--- src/rtl/ex_mem_stage.sv ---
`default_nettype none
// ============================================================================
//  Module   : ex_mem_stage
//  Brief    : EX/MEM pipeline stage with a 2-entry skid buffer, a valid/ready
//             handshake on both sides, synchronous flush and pcsrc/forwarding.
//  Revision : 1.0 - initial release
// ============================================================================
module ex_mem_stage #(
   parameter int DATA_W       = 64,
   parameter int REG_ADDR_W   = 5,
   parameter bit BRANCH_GATED = 1'b1
) (
   input  logic                  clk,
   input  logic                  reset_n,
   input  logic                  flush,
   input  logic                  in_valid,
   output logic                  in_ready,
   input  logic [DATA_W-1:0]     addsum,
   input  logic [DATA_W-1:0]     alures,
   input  logic                  zero,
   input  logic [DATA_W-1:0]     rd2,
   input  logic [REG_ADDR_W-1:0] rd,
   input  logic                  regwrite,
   input  logic                  memtoreg,
   input  logic                  branch,
   input  logic                  memread,
   input  logic                  memwrite,
   output logic                  out_valid,
   input  logic                  out_ready,
   output logic [DATA_W-1:0]     addsumout,
   output logic [DATA_W-1:0]     aluresout,
   output logic [DATA_W-1:0]     rd2out,
   output logic                  zerout,
   output logic [REG_ADDR_W-1:0] rdout,
   output logic                  regwriteout,
   output logic                  memtoregout,
   output logic                  branchout,
   output logic                  memreadout,
   output logic                  memwriteout,
   output logic                  pcsrc,
   output logic [REG_ADDR_W-1:0] fwd_rd,
   output logic                  fwd_en
);

   localparam int c_PL_W = 3*DATA_W + REG_ADDR_W + 6;

   logic              r_main_valid;
   logic              r_skid_valid;
   logic [c_PL_W-1:0] r_main_pl;
   logic [c_PL_W-1:0] r_skid_pl;

   logic              w_in_fire;
   logic              w_out_fire;
   logic              w_main_load;
   logic [c_PL_W-1:0] w_in_pl;

   logic              w_regwrite;
   logic              w_memtoreg;
   logic              w_branch;
   logic              w_memread;
   logic              w_memwrite;

   assign w_in_pl = {addsum, alures, zero, rd2, rd,
                     regwrite, memtoreg, branch, memread, memwrite};

   assign in_ready    = ~r_skid_valid;
   assign out_valid   = r_main_valid;
   assign w_in_fire   = in_valid & in_ready;
   assign w_out_fire  = r_main_valid & out_ready;
   assign w_main_load = ~r_main_valid | w_out_fire;

   // Skid entry is always older than the concurrent input, so it moves to main first.
   always_ff @(posedge clk or negedge reset_n) begin
      if (!reset_n) begin
         r_main_valid <= 1'b0;
         r_skid_valid <= 1'b0;
         r_main_pl    <= '0;
         r_skid_pl    <= '0;
      end else if (flush) begin
         r_main_valid <= 1'b0;
         r_skid_valid <= 1'b0;
      end else if (w_main_load) begin
         if (r_skid_valid) begin
            r_main_valid <= 1'b1;
            r_main_pl    <= r_skid_pl;
            if (w_in_fire) begin
               r_skid_pl <= w_in_pl;
            end else begin
               r_skid_valid <= 1'b0;
            end
         end else if (w_in_fire) begin
            r_main_valid <= 1'b1;
            r_main_pl    <= w_in_pl;
         end else begin
            r_main_valid <= 1'b0;
         end
      end else if (w_in_fire) begin
         r_skid_valid <= 1'b1;
         r_skid_pl    <= w_in_pl;
      end
   end

   assign {addsumout, aluresout, zerout, rd2out, rdout,
           w_regwrite, w_memtoreg, w_branch, w_memread, w_memwrite} = r_main_pl;

   // Bubbles must never write the register file or memory.
   assign regwriteout = w_regwrite & r_main_valid;
   assign memtoregout = w_memtoreg & r_main_valid;
   assign branchout   = w_branch   & r_main_valid;
   assign memreadout  = w_memread  & r_main_valid;
   assign memwriteout = w_memwrite & r_main_valid;

   generate
      if (BRANCH_GATED) begin : g_pcsrc_gated
         assign pcsrc = branchout & zerout;
      end else begin : g_pcsrc_raw
         assign pcsrc = w_branch & zerout;
      end
   endgenerate

   assign fwd_rd = rdout;
   assign fwd_en = regwriteout & (rdout != '0);

endmodule
`default_nettype wire

--- config.mk ---
export PLATFORM = sky130hd
export DESIGN_NAME = ex_mem_stage
export DESIGN_NICKNAME = d
export VERILOG_FILES = /design/src/rtl/ex_mem_stage.sv
export SDC_FILE = /design/constraint.sdc
export NUM_CORES = 1
export LEC_CHECK = 0
export ABC_CLOCK_PERIOD_IN_PS = 3800
export CORE_MARGIN = 3
export CORE_UTILIZATION = 57
export CTS_BUF_LIST = sky130_fd_sc_hd__clkbuf_4 sky130_fd_sc_hd__clkbuf_8
export DETAILED_ROUTE_END_ITERATION = 6
export PLACE_DENSITY = 0.95
export SKIP_LAST_GASP = 1
export SYNTH_ARGS = -nofsm -noshare
export SYNTH_HDL_FRONTEND = slang
export SYNTH_SLANG_ARGS = --single-unit
--- constraint.sdc ---
create_clock -name clk -period 3.8 [get_ports clk]
set_input_delay 0.57 -clock clk [delete_from_list [all_inputs] [get_ports clk]]
set_output_delay 0.57 -clock clk [all_outputs]
set_load 0.03 [all_outputs]
==> results of run 1 <==
[where the power goes]
part,internal [mW],switching (mW),total [mW]
combinational,1.63,1.64,3.27
sequential,5.31,0.545,5.86
clock,2.49,1.72,4.21
total,9.43,3.91,13.3
[cell families (layout without fill, tap and decap cells)]
family,after synthesis,after routing,share of synthesized area [%]
AO/OA/AOI/OAI,2,2,0.0653
other,0,2,0
AND/OR/NAND/NOR,14,14,0.535
buffers and inverters,270,560,10.4
flip-flops,408,408,53.3
multiplexers,609,609,35.8
[state kept, by name, summed over array words and instances, names as in the netlist]
signal,flops
r_skid_valid,1
out_valid,1
r_main_pl,203
r_skid_pl,203
[critical path, delay by kind of cell, from the launching register on]
kind / cells / cell delay, ps
AND/OR/NAND/NOR: 1 / 530
buffers and inverters: 1 / 590
AO/OA/AOI/OAI: 1 / 190
flip-flops: 1 / 420
[cell type report]
cell class,instances,area share [%]
Antenna cell,2,0.0211
Inverter,1,0.0158
Sequential cell,408,43.0
Tap cell,442,2.33
Multi-Input combinational cell,625,29.4
Clock inverter,8,0.401
Timing Repair Buffer,437,18.8
Clock buffer,114,5.98
[metal layers]
metal  global-route usage, %  part of all wire, %  vias to the layer above
met5                       0                    0                        -
met4                    9.10                  3.4                        0
met3                    7.20                  7.0                       97
met2                    43.2                   52                      387
met1                    27.8                   38                     5719
li1                        -                    -                     4869
[placed cells by master (no fill, tap or decap), types with 2 or more instances in the layout]
| master | netlist | layout |
|---|---|---|
| buf_4 | 229 | 8 |
| clkinv_2 | 0 | 4 |
| buf_12 | 0 | 10 |
| and2_1 | 5 | 5 |
| clkbuf_4 | 0 | 24 |
| diode_2 | 0 | 2 |
| dfrtp_1 | 408 | 407 |
| bufinv_16 | 0 | 2 |
| mux2_1 | 241 | 241 |
| mux2_2 | 368 | 368 |
| clkdlybuf4s50_1 | 0 | 418 |
| clkinvlp_4 | 0 | 2 |
| clkbuf_8 | 0 | 90 |
[worst paths after layout]
| check | start | endpoint | slack [ps] | cells after the start |
|---|---|---|---|---|
| setup reg to reg | r_skid_valid | r_skid_pl[135] | 1340 | 4 |
| hold / removal | reset_n | r_skid_pl[132] | 50 | 1 |
| setup / recovery | r_main_pl[5] | fwd_en | 940 | 3 |
| max in group asynchronous | reset_n | r_skid_pl[133] | 2840 | 2 |
| min in group clk | r_main_pl[65] | r_main_pl[65] | 480 | 1 |
| hold reg to reg | r_main_pl[65] | r_main_pl[65] | 480 | 1 |
==> results.toml, run 1 <==
[placement]
port_buffers = 419
dp_cells = 1913
placed_area_um2 = 22200
pre_cts_slack_ps = 1040
place_congestion = 0.794
hpwl_mm = 28.9

[outcome]
outcome = "finished clean"

[die]
initial_core_util_pct = 58.3
core_area_um2 = 32900
die_area_um2 = 35900
rows = 66
ios = 420
die_x_um = 189
die_y_um = 189

[power]
peakVddDrop_mv = 0.465
p_per_area_nw_per_um2 = 562
fin_total_pwr_mw = 13.3
p_leak_nw = 9.98

[synthesis]
syn-num-nets = 1511
ys_types = 20
ys_seq_elements = 408
ys.flop_type = "dfrtp_1"
synth_commonest_cells = "408 x dfrtp_1, 368 x mux2_2, 241 x mux2_1"
ys_seq_area_share_pct = 53.3
synthTopCellsByArea = "dfrtp_1 53%, mux2_2 22%, mux2_1 14%"
syn-mean-instance-area_um2 = 14.7
syn-instance-count = 1303
synth_top_area_share_pct = 53.3
synth_edf_count = 0
async_reset_ff_share_pct = 100
synth.most_common_cell = "dfrtp_1"
ys_warn_count = 0
synth_area_leader_cell = "dfrtp_1"
syn_area_um2 = 19200

[global_route]
grt_max_degree = 105
grt_pass1_wl_mm = 69.1
gr-total-overflow = 0
grt_pass1_vias = 12400
antenna_found_initial = 2
track_usage_pct = 24.3

[drt]
routed_wl_mm = 44.0
num_vias = 11100
wl_per_cell_um = 21.6
firstDrtPassIters = 4
ant_nets = 0
vias_per_cell = 5.44
drc_errors = 0
drtIter0Drc = 335

[sta]
setup_slack_ps = 940
rsz0062_at_grt = "false"
final_hold_viol_count = 0
fin_worst_skew_ps = 19.8
hold_ws_ps = 52.6
tightest_slew_ps = 770
tns_ps = 0
setup_viol = 0
period_share_pct = 75.3
max_freq_mhz = 350
fin_crit_ps = 2860
final_max_slew_viol_count = 0
slew_headroom_pct = 48.6

[final_layout]
area_delta_synth_final_pct = 23.8
multi_input_area_um2 = 6980
layout.cells.non_filler = 2037
final_core_util_pct = 72.2
register_area_um2 = 10200
fin_area_um2 = 23700
num-fill-cells = 1997
drive_gt1_share_pct = 32.3
fin_nets = 1749

[clock_network]
tritoncts = "yes"
clk_latency_ps = 570
cts.sinks = 408
cts_made_buffers = 68
cts_setup_buffers = 0
cts_resized = 0
postCtsHoldBufs = 0
clockRootBuffer = "clkbuf_8"
clockBufferDepth = 3
htreeDepth = 3
clk_pin_slew_ps = 60

[critical_path]
cp-start-kind = "register"
cpPeakStageDelay_ps = 590
critPathCaptureType = "output pin"
critPathRequiredTime_ps = 3230
critical_path_arrival_ps = 2290
slowest_stage = "clkdlybuf4s50_1"
criticalPathCategory = "reg -> out"
crit_chain = "or4_1 -> o21a_1 -> clkdlybuf4s50_1"
crit_path_max_fanout = 4

[worst_hold_path]
hold_path_class = "in -> async"

[job]
cap_violations = 0
Power figures use the tool's default switching activity.
==> run 2: changes to the inputs <==
--- a/config.mk
+++ b/config.mk
@@ -5,12 +5,12 @@
 export SDC_FILE = /design/constraint.sdc
 export NUM_CORES = 1
 export LEC_CHECK = 0
-export ABC_CLOCK_PERIOD_IN_PS = 3800
+export ABC_CLOCK_PERIOD_IN_PS = 2600
 export CORE_MARGIN = 3
-export CORE_UTILIZATION = 57
+export CORE_UTILIZATION = 48
 export CTS_BUF_LIST = sky130_fd_sc_hd__clkbuf_4 sky130_fd_sc_hd__clkbuf_8
 export DETAILED_ROUTE_END_ITERATION = 6
-export PLACE_DENSITY = 0.95
+export PLACE_DENSITY = 0.85
 export SKIP_LAST_GASP = 1
 export SYNTH_ARGS = -nofsm -noshare
 export SYNTH_HDL_FRONTEND = slang
==> constraint.sdc (replaced) <==
create_clock -name clk -period 2.6 [get_ports clk]
set_input_delay 0.39 -clock clk [delete_from_list [all_inputs] [get_ports clk]]
set_output_delay 0.39 -clock clk [all_outputs]
set_load 0.03 [all_outputs]
==> run 2 against run 1 <==
Against the previous run: total power up 47%; clock power up 49%; count of clock-buffer cells in the layout up 4; critical path depth unchanged; flip-flop and latch count unchanged; critical path type unchanged; critical endpoint unchanged; largest cell class unchanged.
==> results.toml, run 2 (synthesis results as in run 1) <==
[critical_path]
cp-start-kind = "register"
reg2reg_from = "r_skid_valid"
critPathRequiredTime_ps = 2210
rrSetupSlack_ps = 520
critical_path_arrival_ps = 2110
rr_endpoint = "r_skid_pl[185]"
r2r_cells = 5
crit_path_max_fanout = 4
crit_chain = "or4_1 -> o21a_1 -> clkdlybuf4s15_2"
criticalPathCategory = "reg -> out"
slowest_stage = "or4_1"
critPathCaptureType = "output pin"
cpPeakStageDelay_ps = 590

[clock_network]
tritoncts = "yes"
clockBufferDepth = 3
htreeDepth = 3
cts_setup_buffers = 0
cts.sinks = 408
clk_latency_ps = 600
clockRootBuffer = "clkbuf_8"
clk_pin_slew_ps = 60
cts_made_buffers = 71

[sta]
slew_headroom_pct = 66.9
tns_ps = 0
fin_crit_ps = 2500
period_share_pct = 96.1
final_hold_viol_count = 0
setup_viol = 0
fin_worst_skew_ps = 22.0
rsz0062_at_grt = "false"
setup_slack_ps = 100
max_freq_mhz = 400
final_max_slew_viol_count = 0
tightest_slew_ps = 496

[die]
initial_core_util_pct = 49.1
die_area_um2 = 42400
die_y_um = 206
rows = 72
ios = 420
die_x_um = 206
core_area_um2 = 39000

[drt]
wl_per_cell_um = 19.8
num_vias = 10900
drc_errors = 0
routed_wl_mm = 42.4
vias_per_cell = 5.10
ant_nets = 0
drtIter0Drc = 316
firstDrtPassIters = 4

[global_route]
antenna_found_initial = 1
gr-total-overflow = 0
track_usage_pct = 19.8
grt_pass1_vias = 12300
grt_pass1_wl_mm = 66.2
grt_max_degree = 87

[placement]
port_buffers = 419
placed_area_um2 = 22600
pre_cts_slack_ps = 281
hpwl_mm = 29.7
place_congestion = 0.777

[power]
p_per_area_nw_per_um2 = 808
peakVddDrop_mv = 0.571
p_leak_nw = 10.2

[outcome]
outcome = "finished clean"

[worst_hold_path]
hold_path_class = "in -> async"

[final_layout]
fin_nets = 1772
final_cell_mix = "417 x clkdlybuf4s50_1, 407 x dfrtp_1, 368 x mux2_2"
final_common_cell = "clkdlybuf4s50_1"
area_delta_synth_final_pct = 26.2
reg_top3 = "r_main_pl: 203 flops, r_skid_pl: 203 flops"
fin_area_um2 = 24200
drive_gt1_share_pct = 33.3

[job]
cap_violations = 0
## run 2: per-layer routing
metal | track usage, % | up-vias | wire (um)
met3 | 6.38 | 106 | 2980
li1 | - | 4896 | -
met4 | 8.48 | 0 | 1670
met5 | 0 | - | 0
met2 | 34.4 | 328 | 21400
met1 | 22.5 | 5571 | 16300
## run 2: area by class of cell
| class | instances | area [um^2] |
|---|---|---|
| diodes | 1 | 2.50 |
| clock buffers | 118 | 1490 |
| clock inverters | 9 | 85.1 |
| fillers | 2826 | 14800 |
| inverters | 1 | 3.75 |
| multi-input cells | 625 | 6980 |
| flip-flops and latches | 408 | 10200 |
| well taps | 518 | 648 |
| repair buffers | 457 | 4780 |
## run 2: worst max-delay path by stage
| stage | cells after the start | slack (ps) | endpoint | startpoint |
|---|---|---|---|---|
| 2_1_floorplan | 5 | 840 | r_main_pl[102] | out_valid |
| 3_3_place_gp | 6 | 310 | r_main_pl[117] | out_ready |
| 3_5_place_dp | 6 | 280 | r_main_pl[134] | out_ready |
| 4_1_cts | 3 | 20 | fwd_en | r_main_pl[5] |
| 5_1_grt | 2 | 3 | memreadout | out_valid |
| 6_report | 3 | 100 | fwd_en | r_main_pl[5] |
## run 2: power by group
| group | switching (mW) | total, mW | internal [mW] |
|---|---|---|---|
| clock | 2.55 | 6.26 | 3.71 |
| combinational | 2.36 | 4.78 | 2.41 |
| sequential | 0.759 | 8.53 | 7.77 |
| total | 5.67 | 19.6 | 13.9 |
## run 2: critical path, delay by kind of cell, from the launching register on
kind            cells  cell delay (ps)
simple gates        1              590
buf+inv             1              280
flops               1              440
compound gates      1              200
## run 2: through the flow
stage | std cells | total power, mW | hold WS [ps] | util (%)
6_report | 2137 | 19.6 | 333 | 62.0
5_1_grt | 2137 | 20.5 | 328 | 62.0
4_1_cts | 2136 | 19.8 | 292 | 62.0
3_5_place_dp | 2008 | 13.4 | 366 | 58.0
3_3_place_gp | 2008 | 13.2 | 365 | 58.0
2_1_floorplan | 1303 | 11.9 | 94.4 | -
## run 2: repair_timing
| item | 4_1_cts | 5_1_grt |
|---|---|---|
| endpoints found under the hold margin | 43 | 0 |
| endpoints found under the setup margin | 1 | 0 |
| gates resized for setup | 3 | 0 |
| hold buffers | 1 | 0 |
==> run 3: changes to the inputs <==
--- a/config.mk
+++ b/config.mk
@@ -7,10 +7,10 @@
 export LEC_CHECK = 0
 export ABC_CLOCK_PERIOD_IN_PS = 2600
 export CORE_MARGIN = 3
-export CORE_UTILIZATION = 48
+export CORE_UTILIZATION = 38
 export CTS_BUF_LIST = sky130_fd_sc_hd__clkbuf_4 sky130_fd_sc_hd__clkbuf_8
 export DETAILED_ROUTE_END_ITERATION = 6
-export PLACE_DENSITY = 0.85
+export PLACE_DENSITY = 0.71
 export SKIP_LAST_GASP = 1
 export SYNTH_ARGS = -nofsm -noshare
 export SYNTH_HDL_FRONTEND = slang
==> run 3 against run 2 <==
Against the previous run: critical path depth down 1; hold slack better by 59 ps; via count down 0.64%; flip-flop and latch count unchanged; first-iteration DRC count up 3.5%; final cell count up 7.6%; fmax up 3.2%; worst setup slack better by 77 ps; global-route usage down 3.2 points; clock power down 3%; die area up 26%; critical path type unchanged; largest power group unchanged.
==> results.toml, run 3 (synthesis results as in run 1) <==
[sta]
slew_headroom_pct = 49.8
hold_ws_ps = 392
setup_viol = 0
rsz0062_at_grt = "false"
max_freq_mhz = 413
tightest_slew_ps = 753
fin_worst_skew_ps = 29.9
final_hold_viol_count = 0
final_max_slew_viol_count = 0
period_share_pct = 93.2
fin_crit_ps = 2420

[job]
cap_violations = 0

[drt]
drtIter0Drc = 327
firstDrtPassIters = 4
routed_wl_mm = 43.8
ant_nets = 0
vias_per_cell = 4.71
drc_errors = 0
wl_per_cell_um = 19.0
num_vias = 10800

[final_layout]
fin_nets = 1793
final_common_cell = "clkdlybuf4s50_1"
area_delta_synth_final_pct = 28.0
fin_area_um2 = 24500
drive_gt1_share_pct = 34.0
reg_top3 = "r_main_pl: 203 flops, r_skid_pl: 203 flops"
final_cell_mix = "416 x clkdlybuf4s50_1, 407 x dfrtp_1, 368 x mux2_2"

[die]
rows = 81
die_y_um = 231
ios = 420
initial_core_util_pct = 38.8
die_area_um2 = 53200
die_x_um = 231
core_area_um2 = 49400

[power]
p_per_area_nw_per_um2 = 789
p_leak_nw = 10.3
peakVddDrop_mv = 0.416

[critical_path]
critPathRequiredTime_ps = 2210
crit_path_max_fanout = 9
endpoint = "regwriteout"
critPathCaptureType = "output pin"
critPathLaunch = "out_valid"
rr_endpoint = "r_main_pl[58]"
cp-start-kind = "register"
critical_path_arrival_ps = 2030
rrSetupSlack_ps = 560
reg2reg_from = "r_skid_valid"
r2r_cells = 4
criticalPathCategory = "reg -> out"

[placement]
place_congestion = 0.790
port_buffers = 419
placed_area_um2 = 23000
hpwl_mm = 31.1

[global_route]
grt_pass1_vias = 12200
gr-total-overflow = 0
grt_pass1_wl_mm = 69.7
antenna_found_initial = 2
grt_max_degree = 88
track_usage_pct = 16.6

[clock_network]
clockBufferDepth = 3
clockRootBuffer = "clkbuf_8"
clk_pin_slew_ps = 60
cts.sinks = 408
tritoncts = "yes"
htreeDepth = 3
cts_made_buffers = 74
clk_latency_ps = 610

[outcome]
outcome = "finished clean"

[worst_hold_path]
hold_path_class = "in -> async"
-- run 3: layout make-up --
type	instances	area [um^2]
fillers	4204	24800
flip-flops and latches	408	10200
multi-input cells	625	6980
repair buffers	475	5020
clock buffers	116	1430
well taps	664	831
clock inverters	9	52.6
diodes	2	5.00
inverters	1	3.75
-- run 3: critical path, stage by stage (launching register included) --
cell             delay (ps)
dfrtp_1                 480
and2_1                  240
clkdlybuf4s50_1         710
-- run 3: per-stage QoR --
step	std cells	util (%)	power, mW	setup WS, ps	setup TNS, ps
global route	2300	49.7	20.3	7.71	0
global placement	2172	46.7	13.3	285	0
floorplan	1303	-	11.9	840	0
finish	2300	49.7	19.4	177	0
CTS	2298	49.7	19.7	-4.46	-4.46
detailed placement	2172	46.7	13.5	276	0
-- run 3: repair_timing --
action,in CTS,in global routing
setup buffers,0,0
gates resized for setup,2,2
hold endpoints to repair,68,0
hold buffers,1,0
endpoints found under the setup margin,2,1
-- run 3: worst min-delay path by stage --
stage,from,endpoint,cells after the start
after global placement,reset_n,r_skid_pl[201],1
after floorplan,reset_n,out_valid,0
final,reset_n,r_skid_pl[201],2
after global routing,rd2[51],r_skid_pl[61],2
after CTS,rd2[51],r_skid_pl[61],2
after detailed placement,reset_n,r_skid_pl[201],1
-- run 3: report_power, final --
group / switching (mW) / internal (mW)
Clock: 2.59 / 3.46
Combinational: 2.37 / 2.43
Sequential: 0.724 / 7.77
-- run 3: metal layers --
| metal | up-vias | track usage (%) | share of wire, % | routed length [um] |
|---|---|---|---|---|
| met1 | 5510 | 19.7 | 40 | 17700 |
| met4 | 0 | 7.31 | 3.2 | 1410 |
| met5 | - | 0 | 0 | 0 |
| met2 | 300 | 28.1 | 50 | 22100 |
| met3 | 82 | 4.66 | 6.0 | 2610 |
| li1 | 4939 | - | - | - |
